$ cat config.mk
export PLATFORM = sky130hd
export DESIGN_NAME = rr_fifo_arbiter
export DESIGN_NICKNAME = d
export VERILOG_FILES = /design/src/rtl/interconnect_pkg.sv /design/src/rtl/rr_priority_pick.sv /design/src/rtl/rr_fifo_arbiter.sv
export SDC_FILE = /design/constraint.sdc
export NUM_CORES = 1
export LEC_CHECK = 0
export ABC_AREA = 1
export CAP_MARGIN = 10
export CORE_ASPECT_RATIO = 0.8
export CORE_MARGIN = 2
export CORE_UTILIZATION = 35
export DETAILED_ROUTE_END_ITERATION = 7
export GPL_TIMING_DRIVEN = 0
export HOLD_SLACK_MARGIN = 0.03
export PLACE_DENSITY = 0.95
export SETUP_SLACK_MARGIN = 0.4
export SYNTH_ARGS = -nofsm -noshare
export SYNTH_HDL_FRONTEND = slang
export SYNTH_HIERARCHICAL = 1
export SYNTH_SLANG_ARGS = --single-unit
$ cat constraint.sdc
create_clock -name clk -period 3.8 [get_ports clk]
set_input_delay 0.38 -clock clk [delete_from_list [all_inputs] [get_ports clk]]
set_output_delay 0.38 -clock clk [all_outputs]
set_load 0.03 [all_outputs]
$ cat src/rtl/interconnect_pkg.sv
// Shared definitions for the interconnect arbiters: default requester count
// and the grant FSM state encoding.
package interconnect_pkg;

  localparam int NUM_REQ_DEF  = 4;
  localparam int ID_WIDTH_DEF = $clog2(NUM_REQ_DEF);

  typedef enum logic {
    IDLE  = 1'b0,
    GRANT = 1'b1
  } arb_state_e;

endpackage

$ cat src/rtl/rr_priority_pick.sv
// Round-robin priority pick: the first set request at or after ptr_i,
// wrapping modulo NUM_REQ. Purely combinational.
module rr_priority_pick
  import interconnect_pkg::*;
#(
  parameter int NUM_REQ  = NUM_REQ_DEF,
  parameter int ID_WIDTH = $clog2(NUM_REQ)
) (
  input  logic [NUM_REQ-1:0]  req_i,
  input  logic [ID_WIDTH-1:0] ptr_i,
  output logic                found_o,
  output logic [ID_WIDTH-1:0] idx_o
);

  logic [ID_WIDTH-1:0] cand;

  // Walk from the farthest offset to the nearest so the nearest set bit wins.
  always_comb begin
    found_o = 1'b0;
    idx_o   = '0;
    cand    = '0;
    for (int k = NUM_REQ - 1; k >= 0; k--) begin
      cand = ID_WIDTH'((int'(ptr_i) + k) % NUM_REQ);
      if (req_i[cand]) begin
        found_o = 1'b1;
        idx_o   = cand;
      end
    end
  end

endmodule

$ cat src/rtl/rr_fifo_arbiter.sv
// Round-robin arbiter sharing one FIFO write port between NUM_REQ packet
// sources; a grant is held until the last beat of the packet is accepted.
module rr_fifo_arbiter
  import interconnect_pkg::*;
#(
  parameter int NUM_REQ    = NUM_REQ_DEF,
  parameter int DATA_WIDTH = 32,
  parameter int ID_WIDTH   = $clog2(NUM_REQ),
  parameter int CNT_WIDTH  = 8
) (
  input  logic                          clk,
  input  logic                          clr,
  input  logic [NUM_REQ-1:0]            req_valid,
  input  logic [NUM_REQ*DATA_WIDTH-1:0] req_data,
  input  logic [NUM_REQ-1:0]            req_last,
  output logic [NUM_REQ-1:0]            req_ready,
  input  logic                          fifo_full,
  output logic                          fifo_write_en,
  output logic [DATA_WIDTH-1:0]         fifo_data_in,
  output logic [ID_WIDTH-1:0]           fifo_id,
  output logic                          grant_valid,
  output logic [ID_WIDTH-1:0]           grant_id,
  output logic [CNT_WIDTH-1:0]          grant_beats
);

  arb_state_e           state_q, state_d;
  logic [ID_WIDTH-1:0]  rr_ptr_q, rr_ptr_d;
  logic [ID_WIDTH-1:0]  grant_id_q, grant_id_d;
  logic [CNT_WIDTH-1:0] grant_beats_q, grant_beats_d;

  logic                  pick_found;
  logic [ID_WIDTH-1:0]   pick_idx;
  logic                  accept;
  logic [DATA_WIDTH-1:0] req_slice [NUM_REQ];

  function automatic logic [CNT_WIDTH-1:0] sat_inc(input logic [CNT_WIDTH-1:0] cnt);
    return (&cnt) ? cnt : cnt + 1'b1;
  endfunction

  // Explicit wrap so non-power-of-two requester counts return to 0.
  function automatic logic [ID_WIDTH-1:0] next_ptr(input logic [ID_WIDTH-1:0] id);
    return (id == ID_WIDTH'(NUM_REQ - 1)) ? '0 : id + 1'b1;
  endfunction

  for (genvar g = 0; g < NUM_REQ; g++) begin : g_slice
    assign req_slice[g] = req_data[g*DATA_WIDTH +: DATA_WIDTH];
  end

  rr_priority_pick #(
    .NUM_REQ  (NUM_REQ),
    .ID_WIDTH (ID_WIDTH)
  ) u_pick (
    .req_i   (req_valid),
    .ptr_i   (rr_ptr_q),
    .found_o (pick_found),
    .idx_o   (pick_idx)
  );

  assign accept      = (state_q == GRANT) & req_valid[grant_id_q] & ~fifo_full;
  assign grant_id    = grant_id_q;
  assign grant_beats = grant_beats_q;

  always_comb begin
    state_d       = state_q;
    rr_ptr_d      = rr_ptr_q;
    grant_id_d    = grant_id_q;
    grant_beats_d = grant_beats_q;
    req_ready     = '0;
    fifo_write_en = 1'b0;
    fifo_data_in  = '0;
    fifo_id       = '0;
    grant_valid   = 1'b0;
    case (state_q)
      IDLE: begin
        if (pick_found) begin
          grant_id_d    = pick_idx;
          grant_beats_d = '0;
          state_d       = GRANT;
        end
      end
      GRANT: begin
        grant_valid           = 1'b1;
        req_ready[grant_id_q] = ~fifo_full;
        fifo_write_en         = accept;
        fifo_data_in          = req_slice[grant_id_q];
        fifo_id               = grant_id_q;
        if (accept) begin
          grant_beats_d = sat_inc(grant_beats_q);
          if (req_last[grant_id_q]) begin
            rr_ptr_d = next_ptr(grant_id_q);
            state_d  = IDLE;
          end
        end
      end
      default: state_d = IDLE;
    endcase
  end

  always_ff @(posedge clk or negedge clr) begin
    if (!clr) begin
      state_q       <= IDLE;
      rr_ptr_q      <= '0;
      grant_id_q    <= '0;
      grant_beats_q <= '0;
    end else begin
      state_q       <= state_d;
      rr_ptr_q      <= rr_ptr_d;
      grant_id_q    <= grant_id_d;
      grant_beats_q <= grant_beats_d;
    end
  end

endmodule

==> metrics.txt, run 1 <==
clock latency on the worst-skew pair 0.24 ns; synthesized area per cell approximately 5.2 sq um; Leak 1.80 nW; r2r startpoint grant_id[0]$_DFFE_PN0P_; Synthesized Nets ~570; commonest non-fill, non-tap cell in the layout clkdlybuf4s50_1; Worst Setup EP req_ready[2]; CP most frequent cell buf_6; Setup Skew approximately 0.0012 ns; CTS H-tree depth 1; clock share of power around 3.8%; CP max FO 11; total global-route track usage approximately 27%; power density cells approximately 760 mW/mm^2; top cell family by delay on the critical path buffers and inverters; fraction of layout cells with a size suffix above 1 roughly 5.7%; Sw Ratio a little under three fifths; Seq/Total Area, Yosys between 10% and 20%; Slew Limit Fails 0; met1 Use GR 33.2%; critical path cell sequence buf_6, inv_4, buf_6, clkbuf_1, ha_1, inv_1, nor2_1, clkdlybuf4s50_1; pre-CTS setup slack around 1.1 ns; Starting Density between 30% and 40%; top cells by area, synth nor2_1 25%, dfrtp_1 15%, o21ai_0 15%; RSZ-0062 raised after global routing false; Die H 74.8 um; post-route ant nets 0; endpoints failing hold 0; Core Area 0.00597 sq mm; Worst Max-Slew Pin Slew around 0.60 ns; DRT Wirelength approximately 10 mm; GRT met2 Usage 50.6%; gr ovfl total 0; via count of the first global-routing pass roughly 3300; Max Fclk between 300 and 400 MHz; WP depth 8; M3 GR Usage 3.70%; IO Port Bufs between 150 and 200; share of the synthesized area in the top cell type between 20% and 30%; CTS Hold Buffers Added 0; # IOs between 150 and 200; first-pass GRT wire length around 15 mm; Hold Crit Class in -> async; post-synth top area cell nor2_1; Reg-to-Reg End rr_ptr_q[1]$_DFFE_PN0P_; # nets final about 760; most frequent cells in the layout 188 x clkdlybuf4s50_1, 149 x nor2_1, 64 x o21ai_0; P_int between 1 and 1.5 mW; CTS tree yes; Antenna Cells 0; detailed placer's ending HPWL around 8.0 mm; CTS clk-pin slew, worst paths about 0.05 ns; Clock Tree Buf Depth 2; die width slightly above 90 um; DIE AREA 0.00692 sq mm; post-route setup slack ~0.86 ns; cell area after layout 0.00422 sq mm; Slew headroom 59.6%; largest net degree at the start of global routing 14; arrival time worst endpoint 2.56 ns; Max stage delay on crit path roughly 0.70 ns; Peak VDD IR ~0.44 mV; switching pwr ~1.8 mW; Inst Count DP slightly below 700; crit end category output pin; initial antenna violation count 0; startpoint types register; final setup TNS 0 ns; Tmin final a little under 3 ns; Routed wire per std cell 14.5 um; Critical Path Start grant_id[0]$_DFFE_PN0P_; reg2reg setup slack just over 2 ns; # clock sinks 13; Detailed Route Iter0 Violations 176; DRC Markers 0; root buffer cell clkbuf_8; gr busiest metal met2; buffers plus inverters on the worst setup path 6; status finished clean; Setup-failing EPs final 0; Critical Path RT 3.42 ns; #FFs+latches synth 13; WS Path Type reg -> out; yosys warns 6; Post-CTS Setup Inserts 0; max cap viols 0; gpl congestion ~0.9; post-CTS sizing 0; Seq pwr share under 10%; Via density 5.07; synthesized cell area about 0.0022 sq mm; Num CTS Buffers 3; worst r2r path cells 7; Logic pwr share between 80 and 90%; Slowest cell on crit path clkdlybuf4s50_1; First-pass DRT Iterations 5; area grow syn2layout 92.5%; via count about 3500; num rows 25; dpl cell area ~0.0042 sq mm; Gate Count Post-Synth ~420; final instance count without filler cells between 600 and 700; distinct cell type count after synthesis 29; Tcrit/Tclk final between 70% and 80%
-- per-layer routing --
| metal | up-vias | wire length [um] | part of all wire [%] |
|---|---|---|---|
| met5 | - | 0 | 0 |
| met4 | 0 | 282 | 2.8 |
| met3 | 28 | 774 | 7.7 |
| met2 | 177 | 4960 | 49 |
| met1 | 1579 | 4040 | 40 |
| li1 | 1742 | - | - |
-- per-stage QoR --
step	hold WS (ns)	util, %	total power, mW
finish	0.522	70.7	3.22
global route	0.546	70.7	3.46
CTS	0.526	70.7	3.21
detailed placement	0.513	69.9	3.07
global placement	0.509	69.9	3.01
floorplan	0.0844	-	2.01
-- power groups by stage --
stage	Clock [mW]	Combinational (mW)	Sequential [mW]
after floorplan	0	1.74	0.265
final	0.122	2.87	0.224
after detailed placement	0	2.85	0.226
after global routing	0.127	3.11	0.232
after global placement	0	2.79	0.224
after CTS	0.123	2.86	0.224
-- worst min-delay path by stage --
stage                                 end  slack [ns]  cells past startpoint
5_1_grt           rr_ptr_q[0]$_DFFE_PN0P_        0.55                      2
3_3_place_gp      rr_ptr_q[0]$_DFFE_PN0P_        0.51                      2
6_report       grant_beats[2]$_DFFE_PN0P_        0.52                      1
4_1_cts           rr_ptr_q[0]$_DFFE_PN0P_        0.53                      2
2_1_floorplan  grant_beats[0]$_DFFE_PN0P_        0.08                      0
3_5_place_dp      rr_ptr_q[0]$_DFFE_PN0P_        0.51                      2
-- cell families (layout without fill, tap and decap cells) --
kind of cell	Yosys count	count (layout)	synth area share, %
AND/OR/NAND/NOR	242	242	45.2
AO/OA/AOI/OAI	106	106	25.0
buffers and inverters	53	245	11.0
flip-flops	13	13	14.8
adder cells (fa/ha/maj)	5	5	2.85
XOR/XNOR	3	3	1.20
-- synth_stat cells --
master and n:
nand3b_1 1, clkbuf_1 10, a21boi_1 1, nor3b_1 1, o21ai_0 64, nor2_1 149, a21oi_4 1, inv_1 20
buf_1 4, xnor2_1 1, nand3_1 21, a21oi_1 38, buf_6 3, ha_1 5, nand2_1 59, o21ai_1 1
nand3_2 2, xor2_1 2, nand3_4 1, inv_4 1, nor2_2 1, dfrtp_1 13, nand2_2 6, inv_2 4
clkinv_2 1, o21ai_2 1, buf_2 9, and2_4 1, buf_4 1
-- registers in the layout (all words and copies together), names as in the netlist --
| name | count |
|---|---|
| state_q | 1 |
| grant_id | 2 |
| rr_ptr_q | 2 |
| grant_beats | 8 |
-- final cells by class --
cell class	instances	area, sq um
timing repair buffer	188	1880
fill	497	1750
multi-input combinational	356	1630
sequential	13	325
buffer	27	139
inverter	26	101
tap	81	101
clock buffer	4	45.0
Power figures use the tool's default switching activity.
==> run 2: changes to the inputs <==
Settings changed: CORE_UTILIZATION 35 to 30, PLACE_DENSITY 0.95 to 0.89.
Clock period 3.8 ns to 2.6 ns, I/O delays scaled along.
==> run 2 against run 1 <==
  * Clock skew about the same
  * Worst setup slack got worse by 0.34 ns
  * Via count fell by 0.65%
  * Non-clock buffer count grew 1
  * First-iteration DRC count down 29%
  * Design area down 2.1%
  * Power up 39%
  * Sequential share of layout area is 0.17 points higher
  * Count of clock-buffer cells in the layout is the same
  * Largest cell class unchanged
  * Largest power group unchanged
==> metrics.txt, run 2 (synthesized netlist as in run 1, its figures left out) <==
status finished clean; via count of the first global-routing pass 3471 (+4.9%); Slew headroom 59.3% (-0.25 points); Starting Density 31.4% (-5.3 points); Max stage delay on crit path 0.42 ns (-0.28 ns); num rows 27 (+8.0%); Seq pwr share 7.3% (+0.3 points); Clock Tree Buf Depth 2 (unchanged); Peak VDD IR 0.647 mV (+48%); CTS H-tree depth 1 (unchanged); WS Path Type reg -> out; post-route ant nets 0 (unchanged); CTS tree yes; M3 GR Usage 5.13% (+1.4 points); Tcrit/Tclk final between 80% and 90%; Hold Crit Class in -> async; startpoint types register; CTS Hold Buffers Added 0 (unchanged); critical path cell sequence buf_6, inv_2, buf_2, nor2_1, o21ai_0, a21oi_1, clkdlybuf4s18_2; root buffer cell clkbuf_8; clock latency on the worst-skew pair 0.24 ns (about the same); final setup TNS 0 ns (unchanged); Sw Ratio 61.1% (+3.7 points); DIE AREA 0.00802 sq mm (+16%); Logic pwr share 88.8% (-0.4 points); gr busiest metal met2; pre-CTS setup slack 0.0769 ns (-1.06 ns); initial antenna violation count 0 (unchanged); arrival time worst endpoint 1.82 ns (-0.74 ns); DRT Wirelength 10.1 mm (+0.55%); gpl congestion 0.887 (-4.0%); # clock sinks 13 (unchanged); area grow syn2layout 88.4%; CTS clk-pin slew, worst paths 0.05 ns (about the same); Slew Limit Fails 0 (unchanged); DRC Markers 0 (unchanged); # IOs 189 (unchanged); Via density 4.99 (-1.6%); Worst Max-Slew Pin Slew 0.608 ns (+0.00381 ns); Slowest cell on crit path dfrtp_1; P_int 1.74 mW (+27%); power density cells 1080 mW/mm^2 (+42%); total global-route track usage 24.8% (-2.3 points); Die H 80.5 um (+7.6%); flip-flop count of the largest register after layout 8 (unchanged); Core Area 0.00699 sq mm (+17%); Antenna Cells 0 (unchanged); Detailed Route Iter0 Violations 125 (-29%); CP max FO 10 (-1); post-route setup slack 0.515 ns (-0.343 ns); die width 99.6 um (+7.7%); # nets final 760 (+0.13%); met1 Use GR 28.1% (-5.0 points); fraction of layout cells with a size suffix above 1 13.2% (+7.5 points); via count 3503 (-0.65%); Setup-failing EPs final 0 (unchanged); RSZ-0062 raised after global routing true; GRT met2 Usage 47.6% (-3.0 points); Num CTS Buffers 3 (unchanged); gr ovfl total 0 (unchanged); endpoints failing hold 0 (unchanged); Tmin final 2.08 ns; first-pass GRT wire length 16.1 mm (+4.8%); most frequent cells in the layout 149 x nor2_1, 149 x clkdlybuf4s50_1, 64 x o21ai_0; First-pass DRT Iterations 4 (-1); Min Hold Slack 0.405 ns (-0.117 ns); Leak 1.88 nW (+4.5%); max cap viols 0 (unchanged); crit end category output pin; Routed wire per std cell 14.4 um (-0.46%); Critical Path RT 2.34 ns (-1.08 ns); Max Fclk roughly 480 MHz; IO Port Bufs 188 (unchanged); switching pwr 2.73 mW (+48%); clock share of power 3.9% (about the same); detailed placer's ending HPWL 8.22 mm (+3.0%); largest net degree at the start of global routing 14 (unchanged); Setup Skew 0.00111 ns (-0.0000739 ns)
[run 2: cell types whose count changed in the layout (fill, tap and decap cells not counted)]
cell,delta
dlygate4sd2_1,+2
dlymetal6s2s_1,+1
clkbuf_4,+2
clkdlybuf4s18_2,+1
buf_2,+18
buf_4,+5
clkbuf_1,-7
clkdlybuf4s15_2,+4
clkdlybuf4s50_1,-39
buf_1,-2
buf_6,+3
clkbuf_2,+13
[run 2: final timing paths]
check	startpoint	end	slack, ns	cells after the start
min in group clk	rr_ptr_q[0]$_DFFE_PN0P_	rr_ptr_q[0]$_DFFE_PN0P_	0.56	2
worst min register to register	rr_ptr_q[0]$_DFFE_PN0P_	rr_ptr_q[0]$_DFFE_PN0P_	0.56	2
worst max-delay path	grant_id[1]$_DFFE_PN0P_	fifo_data_in[20]	0.52	7
max in group asynchronous	clr	rr_ptr_q[1]$_DFFE_PN0P_	1.80	1
worst max register to register	grant_beats[0]$_DFFE_PN0P_	grant_beats[7]$_DFFE_PN0P_	0.98	8
worst min-delay path	clr	grant_beats[3]$_DFFE_PN0P_	0.40	1
[run 2: cell type report]
class	instances	area, sq um
fillers	669	2860
repair buffers	189	1750
multi-input cells	356	1630
flip-flops and latches	13	325
plain buffers	27	176
well taps	87	109
inverters	26	101
clock buffers	4	45.0
[run 2: stage by stage]
step           power [mW]  area [sq um]  std cells  util, %
3_5_place_dp         4.55          4180        697     59.8
5_1_grt              4.86          4130        702     59.1
4_1_cts              4.60          4250        701     60.8
2_1_floorplan        2.93          2190        422        -
6_report             4.47          4130        702     59.1
3_3_place_gp         4.47          4180        697     59.8
[run 2: routing by layer]
layer  vias up  part of all wire, %
met5         -                    0
met1      1573                   41
met2       173                   48
li1       1735                    -
met4         0                  1.9
met3        22                  8.4
[run 2: worst max-delay path: cells and delay by family (launching register included)]
family / cells / cell delay [ns]
buffers and inverters: 4 / 0.91
flip-flops: 1 / 0.42
AO/OA/AOI/OAI: 2 / 0.16
AND/OR/NAND/NOR: 1 / 0.08
[run 2: timing repair]
item | in CTS | in global routing
endpoints found under the setup margin | 39 | 37
resized for setup | 117 | 69
setup buffers | 0 | 1
pin swaps | 0 | 1
[run 2: power by group through the flow]
| stage | clock network (mW) | registers [mW] | logic [mW] |
|---|---|---|---|
| final | 0.176 | 0.326 | 3.97 |
| after global routing | 0.193 | 0.335 | 4.33 |
| after CTS | 0.179 | 0.328 | 4.09 |
| after detailed placement | 0 | 0.330 | 4.22 |
| after global placement | 0 | 0.328 | 4.14 |
| after floorplan | 0 | 0.388 | 2.54 |
